`src/rtl/cscv_mem_pkg.sv`:
```
// Shared definitions for the clocked memory models (ROM now, RAM/UART later).
//   rom_state_e : access FSM states
//   MAX_WAIT    : largest supported wait-state count
//   cnt_width() : counter width needed to hold 0..max_val
//   rom_image() : word stored at linear ROM index (low byte of index ^ 8'hA5)
package cscv_mem_pkg;

    typedef enum logic [1:0] {
        IDLE = 2'd0,
        WAIT = 2'd1,
        DONE = 2'd2
    } rom_state_e;

    localparam int MAX_WAIT = 15;

    function automatic int cnt_width(input int max_val);
        return $clog2(max_val + 1);
    endfunction

    localparam int CNT_W = cnt_width(MAX_WAIT);

    // ROM contents as a pure function of the linear index {bank, addr}.
    // Bits above WordSize are dropped by the caller.
    function automatic logic [31:0] rom_image(input logic [31:0] idx);
        return (idx ^ 32'h0000_00A5) & 32'h0000_00FF;
    endfunction

endpackage

```
`src/rtl/banked_wait_rom_if.sv`:
```
// Request/response bundle between a CPU sequencer (master) and the banked
// wait-state ROM (slave).
//   req/addr       : read request and its CPU-visible address
//   bank_we/bank_in: bank register load
//   busy/rd_valid  : access in progress / one-cycle data-fresh strobe
//   rd_data        : last word read
//   bank/overrun   : current bank register / sticky dropped-request flag
interface banked_wait_rom_if #(
    parameter int AddressSize = 16,
    parameter int WordSize    = 8,
    parameter int BankBits    = 2
) ();
    logic                   req;
    logic [AddressSize-1:0] addr;
    logic                   bank_we;
    logic [BankBits-1:0]    bank_in;
    logic                   busy;
    logic                   rd_valid;
    logic [WordSize-1:0]    rd_data;
    logic [BankBits-1:0]    bank;
    logic                   overrun;

    modport master (
        output req, addr, bank_we, bank_in,
        input  busy, rd_valid, rd_data, bank, overrun
    );

    modport slave (
        input  req, addr, bank_we, bank_in,
        output busy, rd_valid, rd_data, bank, overrun
    );
endinterface

```
`src/rtl/rom_wait_timer.sv`:
```
// Load/decrement wait-state counter.
//   clk, rst_n : clock, async active-low reset (count -> 0)
//   load       : load load_val (has priority over dec)
//   load_val   : initial count
//   dec        : decrement by one, saturating at zero
//   expire     : count is 1, i.e. the last wait cycle is in progress
module rom_wait_timer
    import cscv_mem_pkg::*;
#(
    parameter int W = CNT_W
) (
    input  logic         clk,
    input  logic         rst_n,
    input  logic         load,
    input  logic [W-1:0] load_val,
    input  logic         dec,
    output logic         expire
);

    logic [W-1:0] cnt_q, cnt_d;

    always_comb begin
        cnt_d = cnt_q;
        if (load) begin
            cnt_d = load_val;
        end else if (dec && (cnt_q != '0)) begin
            cnt_d = cnt_q - 1'b1;
        end
    end

    always_ff @(posedge clk or negedge rst_n) begin
        if (!rst_n) begin
            cnt_q <= '0;
        end else begin
            cnt_q <= cnt_d;
        end
    end

    assign expire = (cnt_q == W'(1));

endmodule

```
`src/rtl/banked_wait_rom.sv`:
```
// Banked ROM with programmable access latency behind a req/valid handshake.
// A request accepted in IDLE captures {bank, addr}; after WaitStates cycles in
// WAIT the FSM spends one cycle in DONE with rd_valid high and the fresh word
// on rd_data. Requests arriving while busy are dropped and set overrun.
//   clk       : system clock, rising edge
//   reset_bar : async active-low reset
//   bus       : slave side of banked_wait_rom_if
module banked_wait_rom
    import cscv_mem_pkg::*;
#(
    parameter int AddressSize = 16,
    parameter int WordSize    = 8,
    parameter int BankBits    = 2,
    parameter int WaitStates  = 2
) (
    input  logic             clk,
    input  logic             reset_bar,
    banked_wait_rom_if.slave bus
);

    localparam int IdxW = AddressSize + BankBits;
    localparam logic [CNT_W-1:0] WaitInit = CNT_W'(WaitStates);

    if ((WaitStates > MAX_WAIT) || (WaitStates < 0)) begin : g_bad_wait
        $error("banked_wait_rom: WaitStates must be within 0..15");
    end

    rom_state_e          state_q, state_d;
    logic [IdxW-1:0]     addr_q, addr_d;
    logic [WordSize-1:0] rd_data_q, rd_data_d;
    logic [BankBits-1:0] bank_q, bank_d;
    logic                overrun_q, overrun_d;

    logic                accept;
    logic                enter_done;
    logic                tmr_expire;
    logic [IdxW-1:0]     rd_idx;

    // Index is exactly IdxW bits wide, so {bank, addr} wraps over the full depth.
    function automatic logic [WordSize-1:0] rom_word(input logic [IdxW-1:0] idx);
        return WordSize'(rom_image(32'(idx)));
    endfunction

    assign accept = (state_q == IDLE) && bus.req;

    rom_wait_timer #(.W(CNT_W)) u_timer (
        .clk      (clk),
        .rst_n    (reset_bar),
        .load     (accept),
        .load_val (WaitInit),
        .dec      (state_q == WAIT),
        .expire   (tmr_expire)
    );

    // ---------------- FSM: state register ----------------
    always_ff @(posedge clk or negedge reset_bar) begin
        if (!reset_bar) begin
            state_q <= IDLE;
        end else begin
            state_q <= state_d;
        end
    end

    // ---------------- FSM: next state ----------------
    always_comb begin
        state_d = state_q;
        case (state_q)
            IDLE: if (bus.req) state_d = (WaitStates == 0) ? DONE : WAIT;
            WAIT: if (tmr_expire) state_d = DONE;
            DONE: state_d = IDLE;
            default: state_d = IDLE;
        endcase
    end

    // ---------------- FSM: outputs ----------------
    always_comb begin
        bus.busy     = (state_q != IDLE);
        bus.rd_valid = (state_q == DONE);
    end

    // ---------------- Datapath ----------------
    // rd_data is loaded on the edge that enters DONE so the word is already
    // on the bus for the whole rd_valid cycle. With zero wait states that edge
    // is the accept edge, so the address comes straight from the request.
    assign enter_done = (state_d == DONE) && (state_q != DONE);
    assign rd_idx     = (state_q == IDLE) ? {bank_q, bus.addr} : addr_q;

    always_comb begin
        addr_d    = accept ? {bank_q, bus.addr} : addr_q;
        bank_d    = bus.bank_we ? bus.bank_in : bank_q;
        overrun_d = overrun_q | (bus.req && (state_q != IDLE));
        rd_data_d = enter_done ? rom_word(rd_idx) : rd_data_q;
    end

    always_ff @(posedge clk or negedge reset_bar) begin
        if (!reset_bar) begin
            addr_q    <= '0;
            rd_data_q <= '0;
            bank_q    <= '0;
            overrun_q <= 1'b0;
        end else begin
            addr_q    <= addr_d;
            rd_data_q <= rd_data_d;
            bank_q    <= bank_d;
            overrun_q <= overrun_d;
        end
    end

    assign bus.rd_data = rd_data_q;
    assign bus.bank    = bank_q;
    assign bus.overrun = overrun_q;

endmodule
```
`src/flat_wrapper.sv`:
```
// flat-port wrapper written by rule: the top's interface ports become plain ports
module banked_wait_rom_flat import cscv_mem_pkg::*;
#(
    parameter int AddressSize = 16,
    parameter int WordSize    = 8,
    parameter int BankBits    = 2,
    parameter int WaitStates  = 2
)
  (clk, reset_bar, bus_req, bus_addr, bus_bank_we, bus_bank_in, bus_busy, bus_rd_valid, bus_rd_data, bus_bank, bus_overrun);
  banked_wait_rom_if #(.AddressSize(AddressSize), .WordSize(WordSize), .BankBits(BankBits)) bus_i ();
  input  logic clk;
  input  logic reset_bar;
  input wire logic [$bits(bus_i.req)-1:0] bus_req;
  input wire logic [$bits(bus_i.addr)-1:0] bus_addr;
  input wire logic [$bits(bus_i.bank_we)-1:0] bus_bank_we;
  input wire logic [$bits(bus_i.bank_in)-1:0] bus_bank_in;
  output wire logic [$bits(bus_i.busy)-1:0] bus_busy;
  output wire logic [$bits(bus_i.rd_valid)-1:0] bus_rd_valid;
  output wire logic [$bits(bus_i.rd_data)-1:0] bus_rd_data;
  output wire logic [$bits(bus_i.bank)-1:0] bus_bank;
  output wire logic [$bits(bus_i.overrun)-1:0] bus_overrun;
  assign bus_i.req = bus_req;
  assign bus_i.addr = bus_addr;
  assign bus_i.bank_we = bus_bank_we;
  assign bus_i.bank_in = bus_bank_in;
  assign bus_busy = bus_i.busy;
  assign bus_rd_valid = bus_i.rd_valid;
  assign bus_rd_data = bus_i.rd_data;
  assign bus_bank = bus_i.bank;
  assign bus_overrun = bus_i.overrun;
  banked_wait_rom #(.AddressSize(AddressSize), .WordSize(WordSize), .BankBits(BankBits), .WaitStates(WaitStates)) u_core (.clk(clk), .reset_bar(reset_bar), .bus(bus_i));
endmodule
```
`config.mk`:
```
export PLATFORM = sky130hd
export DESIGN_NAME = banked_wait_rom_flat
export DESIGN_NICKNAME = d
export VERILOG_FILES = /design/src/rtl/cscv_mem_pkg.sv /design/src/rtl/banked_wait_rom_if.sv /design/src/rtl/rom_wait_timer.sv /design/src/rtl/banked_wait_rom.sv /design/src/flat_wrapper.sv
export SDC_FILE = /design/constraint.sdc
export NUM_CORES = 1
export LEC_CHECK = 0
export ABC_AREA = 1
export ABC_CLOCK_PERIOD_IN_PS = 1400
export BUFFER_PORTS_ARGS = -buffer_cell sky130_fd_sc_hd__buf_4
export CAP_MARGIN = 25
export CORE_UTILIZATION = 52
export CTS_BUF_LIST = sky130_fd_sc_hd__clkbuf_4 sky130_fd_sc_hd__clkbuf_8
export DETAILED_ROUTE_END_ITERATION = 16
export GPL_TIMING_DRIVEN = 1
export PLACE_DENSITY = 0.8
export SYNTH_ARGS = -nofsm -noshare
export SYNTH_HDL_FRONTEND = slang
export SYNTH_HIERARCHICAL = 1
export SYNTH_SLANG_ARGS = --single-unit
```
`constraint.sdc`:
```
create_clock -name clk -period 1.4 [get_ports clk]
set_input_delay 0.07 -clock clk [delete_from_list [all_inputs] [get_ports clk]]
set_output_delay 0.07 -clock clk [all_outputs]
set_load 0.005 [all_outputs]
```
==> flow_summary.yaml, run 1 <==
clock_tree:
  clk_latency_ns: 0.32
  post_cts_buffers: 0
  clk_root_buffer_cell: "clkbuf_4"
  cts.sinks: 25
  numCtsBuffers: 3
  cts-htree-levels: 1
  clkTransAtPathRegs_ns: 0.13
  cts_tree: "built"
  cts_buffer_depth: 2
routing:
  wl_met2_um: 1180
  vias_per_cell: 4.93
  detail_route.wl_per_cell_um: 11.7
  met1_length_um: 1140
  maxUsedRoutingLayer: "met4"
  dr_wl_met3_um: 103
  drt_iter0_drc: 31
  wl_um: 2450
  drtAntennaViolNets: 0
  dr.pass1.iters: 4
  vias: 1030
  drc_errors: 0
sta:
  rsz0062_at_grt: "yes"
  finalWorstPathRequiredPeriod_ns: 1.36
  setup_viol: 0
  drv_slew: 0
  hold_violations: 0
  fmax_mhz: 738
  finalCritPeriodShare_pct: 96.8
  fin_skew_ns: 0.00924
  setup_ws_ns: 0.0449
outcome:
  status: "finished clean"
synth:
  synthCells: 136
  yosysUniqueCellTypes: 21
  synth.most_common_cell: "nand2_1"
  avgSynthCellArea_um2: 8.61
  synthTopCellsByArea: "dfrtp_1, nand2_1, inv_1"
  seq_area_frac_synth_pct: 53.4
  synth_top_area_share_pct: 53.4
  synth-seq-cells: 25
  yosysTopAreaCell: "dfrtp_1"
  ys.flop_type: "dfrtp_1"
  async_reset_ff_share_pct: 100
  synth_common_cells: "nand2_1, dfrtp_1, inv_1"
  ys_warn_count: 6
  netlist_area_um2: 1170
  synth_edf_count: 0
floorplanning:
  start_util_pct: 57.4
  fp.dieW_um: 49.5
  die_y_um: 49.5
  rows: 16
  die_area_um2: 2450
  core_area_um2: 2040
  ios: 35
global_routing:
  grt_usage_pct: 22.1
  grt.overflow.total: 0
  grt_start_max_net_pins: 26
  grt_pass1_vias: 903
  grt_pass1_wl_um: 3980
  antenna_found_initial: 0
power:
  ir_drop_mv: 1.22
  power.density_nw_per_um2: 1900
  p_comb_share_pct: 48.5
  power_frac_seq_pct: 41.2
  p_leak_nw: 0.857
  clockPowerShare_pct: 10.3
  internal-power_mw: 1.80
  swShare_pct: 40.5
  p_sw_mw: 1.23
placed_design:
  port_buffers: 26
  routabilityCongestion: 0.765
  dpl.hpwl_um: 1640
  pre_cts_ws_ns: -0.0621
  dpl_cell_area_um2: 1420
setup_path:
  start_kind: "flip-flop"
  path_class: "reg -> reg"
  required_ns: 1.61
  worst_setup_path_end_kind: "flip-flop"
  path_delay_family: "simple AND/OR/NAND/NOR gates"
  path_common_cell: "nand2_1"
  slowest_stage: "dfrtp_1"
  cp_cell_sequence: "inv_2 > ha_2 > nor3b_4 > nand3_2 > nand2_1 > nand2_1"
  critPathArrivalTime_ns: 1.57
  critPathBufInv: 1
  reg2reg_slack_ns: 0.04
  max_stage_delay_ns: 0.41
  crit_fanout: 5
min_path:
  hold_class: "in -> reg"
cells_and_area:
  nets: 207
  regArea_um2: 626
  fillers: 149
  diodes: 0
  multiInputGateArea_um2: 490
  syn2layout_area_growth_pct: 36.4
  drive_gt1_share_pct: 26.9
  fin_area_um2: 1600
flow_run:
  timing.max_cap.violations: 0
[flip-flops by register name (all words and copies together) (netlist names)]
name                  count
u_core/u_timer/cnt_q      4
u_core/addr_q             8
u_core/bus.bank           2
u_core/bus.overrun        1
u_core/state_q            2
u_core/bus.rd_data        8
[metrics by stage]
step	hold slack, ns	TNS, ns	std cells	power [mW]	util (%)
3_5_place_dp	-0.0131	-0.377	192	2.61	69.5
6_report	0.0530	0	209	3.03	78.2
4_1_cts	0.00531	0	207	2.95	76.5
2_1_floorplan	-0.226	0	138	2.11	-
5_1_grt	0.0542	-0.0462	209	3.30	78.2
3_3_place_gp	-0.0151	-0.000174	192	2.53	69.5
[power by group through the flow]
stage	logic, mW	clock network, mW	registers, mW
2_1_floorplan	0.892	0	1.22
3_3_place_gp	1.31	0	1.23
3_5_place_dp	1.36	0	1.24
4_1_cts	1.39	0.318	1.24
5_1_grt	1.66	0.352	1.29
6_report	1.47	0.313	1.25
[repair_timing]
action                                 in CTS  in global routing
gates cloned                                0                  1
gates resized for setup                     1                  6
endpoints found under the hold margin      34                  1
pin swaps                                   0                  2
hold buffers                               11                  1
setup endpoints to repair                   8                 13
[placed cells by master, fill, tap and decap left out, types with 2 or more instances in the layout]
master | synthesis | final
nand4_1 | 8 | 8
nand2_2 | 3 | 3
dlygate4sd3_1 | 0 | 12
clkbuf_4 | 0 | 3
conb_1 | 2 | 4
o21ai_1 | 2 | 2
inv_1 | 15 | 13
buf_6 | 0 | 2
o21ai_0 | 4 | 4
dfrtp_1 | 25 | 25
buf_4 | 2 | 29
nand3_1 | 10 | 11
nand2_1 | 48 | 48
nand3_2 | 3 | 3
nor2_1 | 3 | 3
[area by class of cell]
| class | instances | share of cell area [%] |
|---|---|---|
| flip-flops and latches | 25 | 39.2 |
| multi-input cells | 95 | 30.7 |
| repair buffers | 43 | 22.6 |
| inverters | 15 | 3.76 |
| well taps | 27 | 2.11 |
| clock buffers | 3 | 1.41 |
| clock inverters | 1 | 0.313 |
[cell families (layout without fill, tap and decap cells)]
kind of cell    Yosys count  count (layout)  synth area share (%)
compound gates            7               7                  3.31
xor+xnor                  1               1                 0.748
fa+ha+maj                 2               2                  2.14
buf+inv                  19              62                  6.94
flops                    25              25                  53.4
other cells               2               4                 0.641
simple gates             80              81                  32.8
[worst reg2reg max path, stage by stage (launching register included)]
cell and delay (ns):
dfrtp_1 0.41, inv_2 0.06, ha_2 0.15, nor3b_4 0.27, nand3_2 0.19, nand2_1 0.11
nand2_1 0.06
[worst paths after layout]
| kind | startpoint | to | cells past startpoint |
|---|---|---|---|
| worst max-delay path | u_core/u_timer/cnt_q[1] | u_core/bus.rd_data[7] | 6 |
| worst min-delay path | bus_req | u_core/addr_q[0] | 3 |
| worst max register to register | u_core/u_timer/cnt_q[1] | u_core/bus.rd_data[7] | 6 |
| worst min register to register | u_core/bus.rd_data[6] | u_core/bus.rd_data[6] | 2 |
| max in group asynchronous | reset_bar | u_core/bus.rd_data[2] | 2 |
| min in group asynchronous | reset_bar | u_core/addr_q[3] | 2 |
[layer usage]
layer  global-route usage (%)  up-vias
li1                         -      525
met1                     28.4      475
met2                     35.6       25
met3                     6.79        5
met4                     7.14        0
met5                        0        -
(Power assumes the default switching activity.)
==> run 2, diff against run 1 <==
--- a/config.mk
+++ b/config.mk
@@ -14,6 +14,7 @@
 export DETAILED_ROUTE_END_ITERATION = 16
 export GPL_TIMING_DRIVEN = 1
 export PLACE_DENSITY = 0.8
+export SETUP_SLACK_MARGIN = 0.05
 export SYNTH_ARGS = -nofsm -noshare
 export SYNTH_HDL_FRONTEND = slang
 export SYNTH_HIERARCHICAL = 1
==> run 2 against run 1 <==
  * Critical path depth is the same
  * First-iteration DRC count down 29%
  * Cell area up 3.6%
  * Non-clock buffer count is 4 higher
  * Maximum frequency grew 2.2%
  * Via count up 0.29%
  * Clock skew grew 0.0044 ns
  * Sequential cell count unchanged
  * Hold slack lost 0.0076 ns
  * Die area is the same
  * Critical endpoint unchanged
  * Largest cell class unchanged
  * Largest power group unchanged
  * Highest routed layer unchanged
==> flow_summary.yaml, run 2 (synthesis gave the netlist of run 1 again) <==
routing:
  drtAntennaViolNets: 0
  vias_per_cell: 4.85
  dr.pass1.iters: 4
  drt_iter0_drc: 22
  vias: 1033
  drc_errors: 0
  detail_route.wl_per_cell_um: 12.4
  wl_um: 2640
setup_path:
  required_ns: 1.61
  worst_setup_path_end_kind: "flip-flop"
  start_kind: "flip-flop"
  cp_cell_sequence: "inv_2 > ha_4 > nor3b_4 > nand3_2 > nand2_1 > nand2_1"
  max_stage_delay_ns: 0.41
  path_common_cell: "nand2_1"
  path_class: "reg -> reg"
  critPathArrivalTime_ns: 1.54
  crit_fanout: 5
  path_delay_family: "simple AND/OR/NAND/NOR gates"
  critPathBufInv: 1
  slowest_stage: "dfrtp_1"
cells_and_area:
  fin_cells: 213
  mostFrequentLayoutCells: "nand2_1, buf_4, dfrtp_1, dlygate4sd3_1"
  fillers: 137
  diodes: 0
  drive_gt1_share_pct: 30.1
  nets: 211
  fin_area_um2: 1660
  syn2layout_area_growth_pct: 41.3
  regArea_um2: 626
  mostFrequentLayoutCell: "nand2_1"
  multiInputGateArea_um2: 518
clock_tree:
  clkTransAtPathRegs_ns: 0.14
  cts.sinks: 25
  cts_tree: "built"
  clk_latency_ns: 0.32
  cts_buffer_depth: 2
  clk_root_buffer_cell: "clkbuf_4"
  numCtsBuffers: 3
  cts-htree-levels: 1
power:
  power_frac_seq_pct: 39.4
  p_comb_share_pct: 50.7
  internal-power_mw: 1.88
  swShare_pct: 41.1
  p_leak_nw: 0.879
  clockPowerShare_pct: 9.9
  ir_drop_mv: 1.34
  power.density_nw_per_um2: 1930
  p_sw_mw: 1.32
sta:
  timing.hold.ws_ns: 0.0454
  fin_skew_ns: 0.0136
  hold_violations: 0
  fmax_mhz: 755
  finalWorstPathRequiredPeriod_ns: 1.33
  drv_slew: 0
  finalCritPeriodShare_pct: 94.7
  rsz0062_at_grt: "yes"
  setup_viol: 0
floorplanning:
  die_area_um2: 2450
  rows: 16
  fp.dieW_um: 49.5
  start_util_pct: 57.4
  ios: 35
  die_y_um: 49.5
  core_area_um2: 2040
placed_design:
  dp.cells: 192
  dpl.hpwl_um: 1640
  port_buffers: 26
  routabilityCongestion: 0.765
  dpl_cell_area_um2: 1420
global_routing:
  grt_pass1_wl_um: 3980
  grt_start_max_net_pins: 26
  grt_usage_pct: 22.1
  grt_pass1_vias: 903
  antenna_found_initial: 0
  grt.overflow.total: 0
min_path:
  hold_class: "in -> reg"
flow_run:
  timing.max_cap.violations: 0
outcome:
  status: "finished clean"
==> run 2: cell types whose count changed in the layout (fill, tap and decap cells not counted), sizes merged <==
| cell | before | now |
|---|---|---|
| buf | 31 | 35 |
==> run 2: what timing repair did <==
| action | in CTS | in global routing |
|---|---|---|
| gates resized for setup | 1 | 12 |
| setup endpoints to repair | 10 | 14 |
| hold endpoints to repair | 34 | 1 |
| gates cloned | 0 | 1 |
| hold buffers | 11 | 1 |
| pin swaps | 0 | 8 |
| buffers inserted | 0 | 4 |
==> run 2: stage by stage <==
| step | worst slack, ns | total power [mW] | util (%) | TNS (ns) |
|---|---|---|---|---|
| after floorplan | 0.106 | 2.11 | - | 0 |
| after global placement | -0.000174 | 2.53 | 69.5 | -0.000174 |
| after detailed placement | -0.0621 | 2.61 | 69.5 | -0.377 |
| after CTS | 0.0591 | 2.95 | 76.5 | 0 |
| after global routing | 0.0131 | 3.46 | 81.1 | 0 |
| final | 0.0747 | 3.20 | 81.1 | 0 |
==> run 2: layout make-up <==
type	instances	share of cell area, %
clock inverter	1	0.302
inverter	15	3.63
clock buffer	3	1.36
multi-input combinational	95	31.3
tap	27	2.04
sequential	25	37.8
timing repair buffer	47	23.6
==> run 2: final timing paths <==
check / slack, ns / end / cells after the start / from
hold reg to reg: 0.48 / u_core/bus.rd_data[6] / 2 / u_core/bus.rd_data[6]
setup reg to reg: 0.07 / u_core/bus.rd_data[7] / 6 / u_core/u_timer/cnt_q[1]
setup / recovery: 0.07 / u_core/bus.rd_data[7] / 6 / u_core/u_timer/cnt_q[1]
min in group asynchronous: 0.16 / u_core/addr_q[3] / 2 / reset_bar
max in group asynchronous: 1.00 / u_core/bus.rd_data[2] / 2 / reset_bar
hold / removal: 0.05 / u_core/addr_q[0] / 3 / bus_req
==> run 2: power by group through the flow <==
stage	clock (mW)	combinational, mW	sequential [mW]
2_1_floorplan	0	0.892	1.22
3_3_place_gp	0	1.31	1.23
3_5_place_dp	0	1.36	1.24
4_1_cts	0.318	1.39	1.24
5_1_grt	0.352	1.81	1.30
6_report	0.317	1.62	1.26
==> run 2: metal layers <==
layer | global-route usage (%) | vias up | share of wire, %
li1 | - | 531 | -
met1 | 28.4 | 460 | 44
met2 | 35.6 | 38 | 50
met3 | 6.79 | 4 | 5.3
met4 | 7.14 | 0 | 1.0
met5 | 0 | - | 0
==> run 2: worst reg2reg max path, cell delays in order, from the launching register on <==
cell and delay, ns:
dfrtp_1 0.41, inv_2 0.08, ha_4 0.12, nor3b_4 0.26
nand3_2 0.18, nand2_1 0.11, nand2_1 0.06
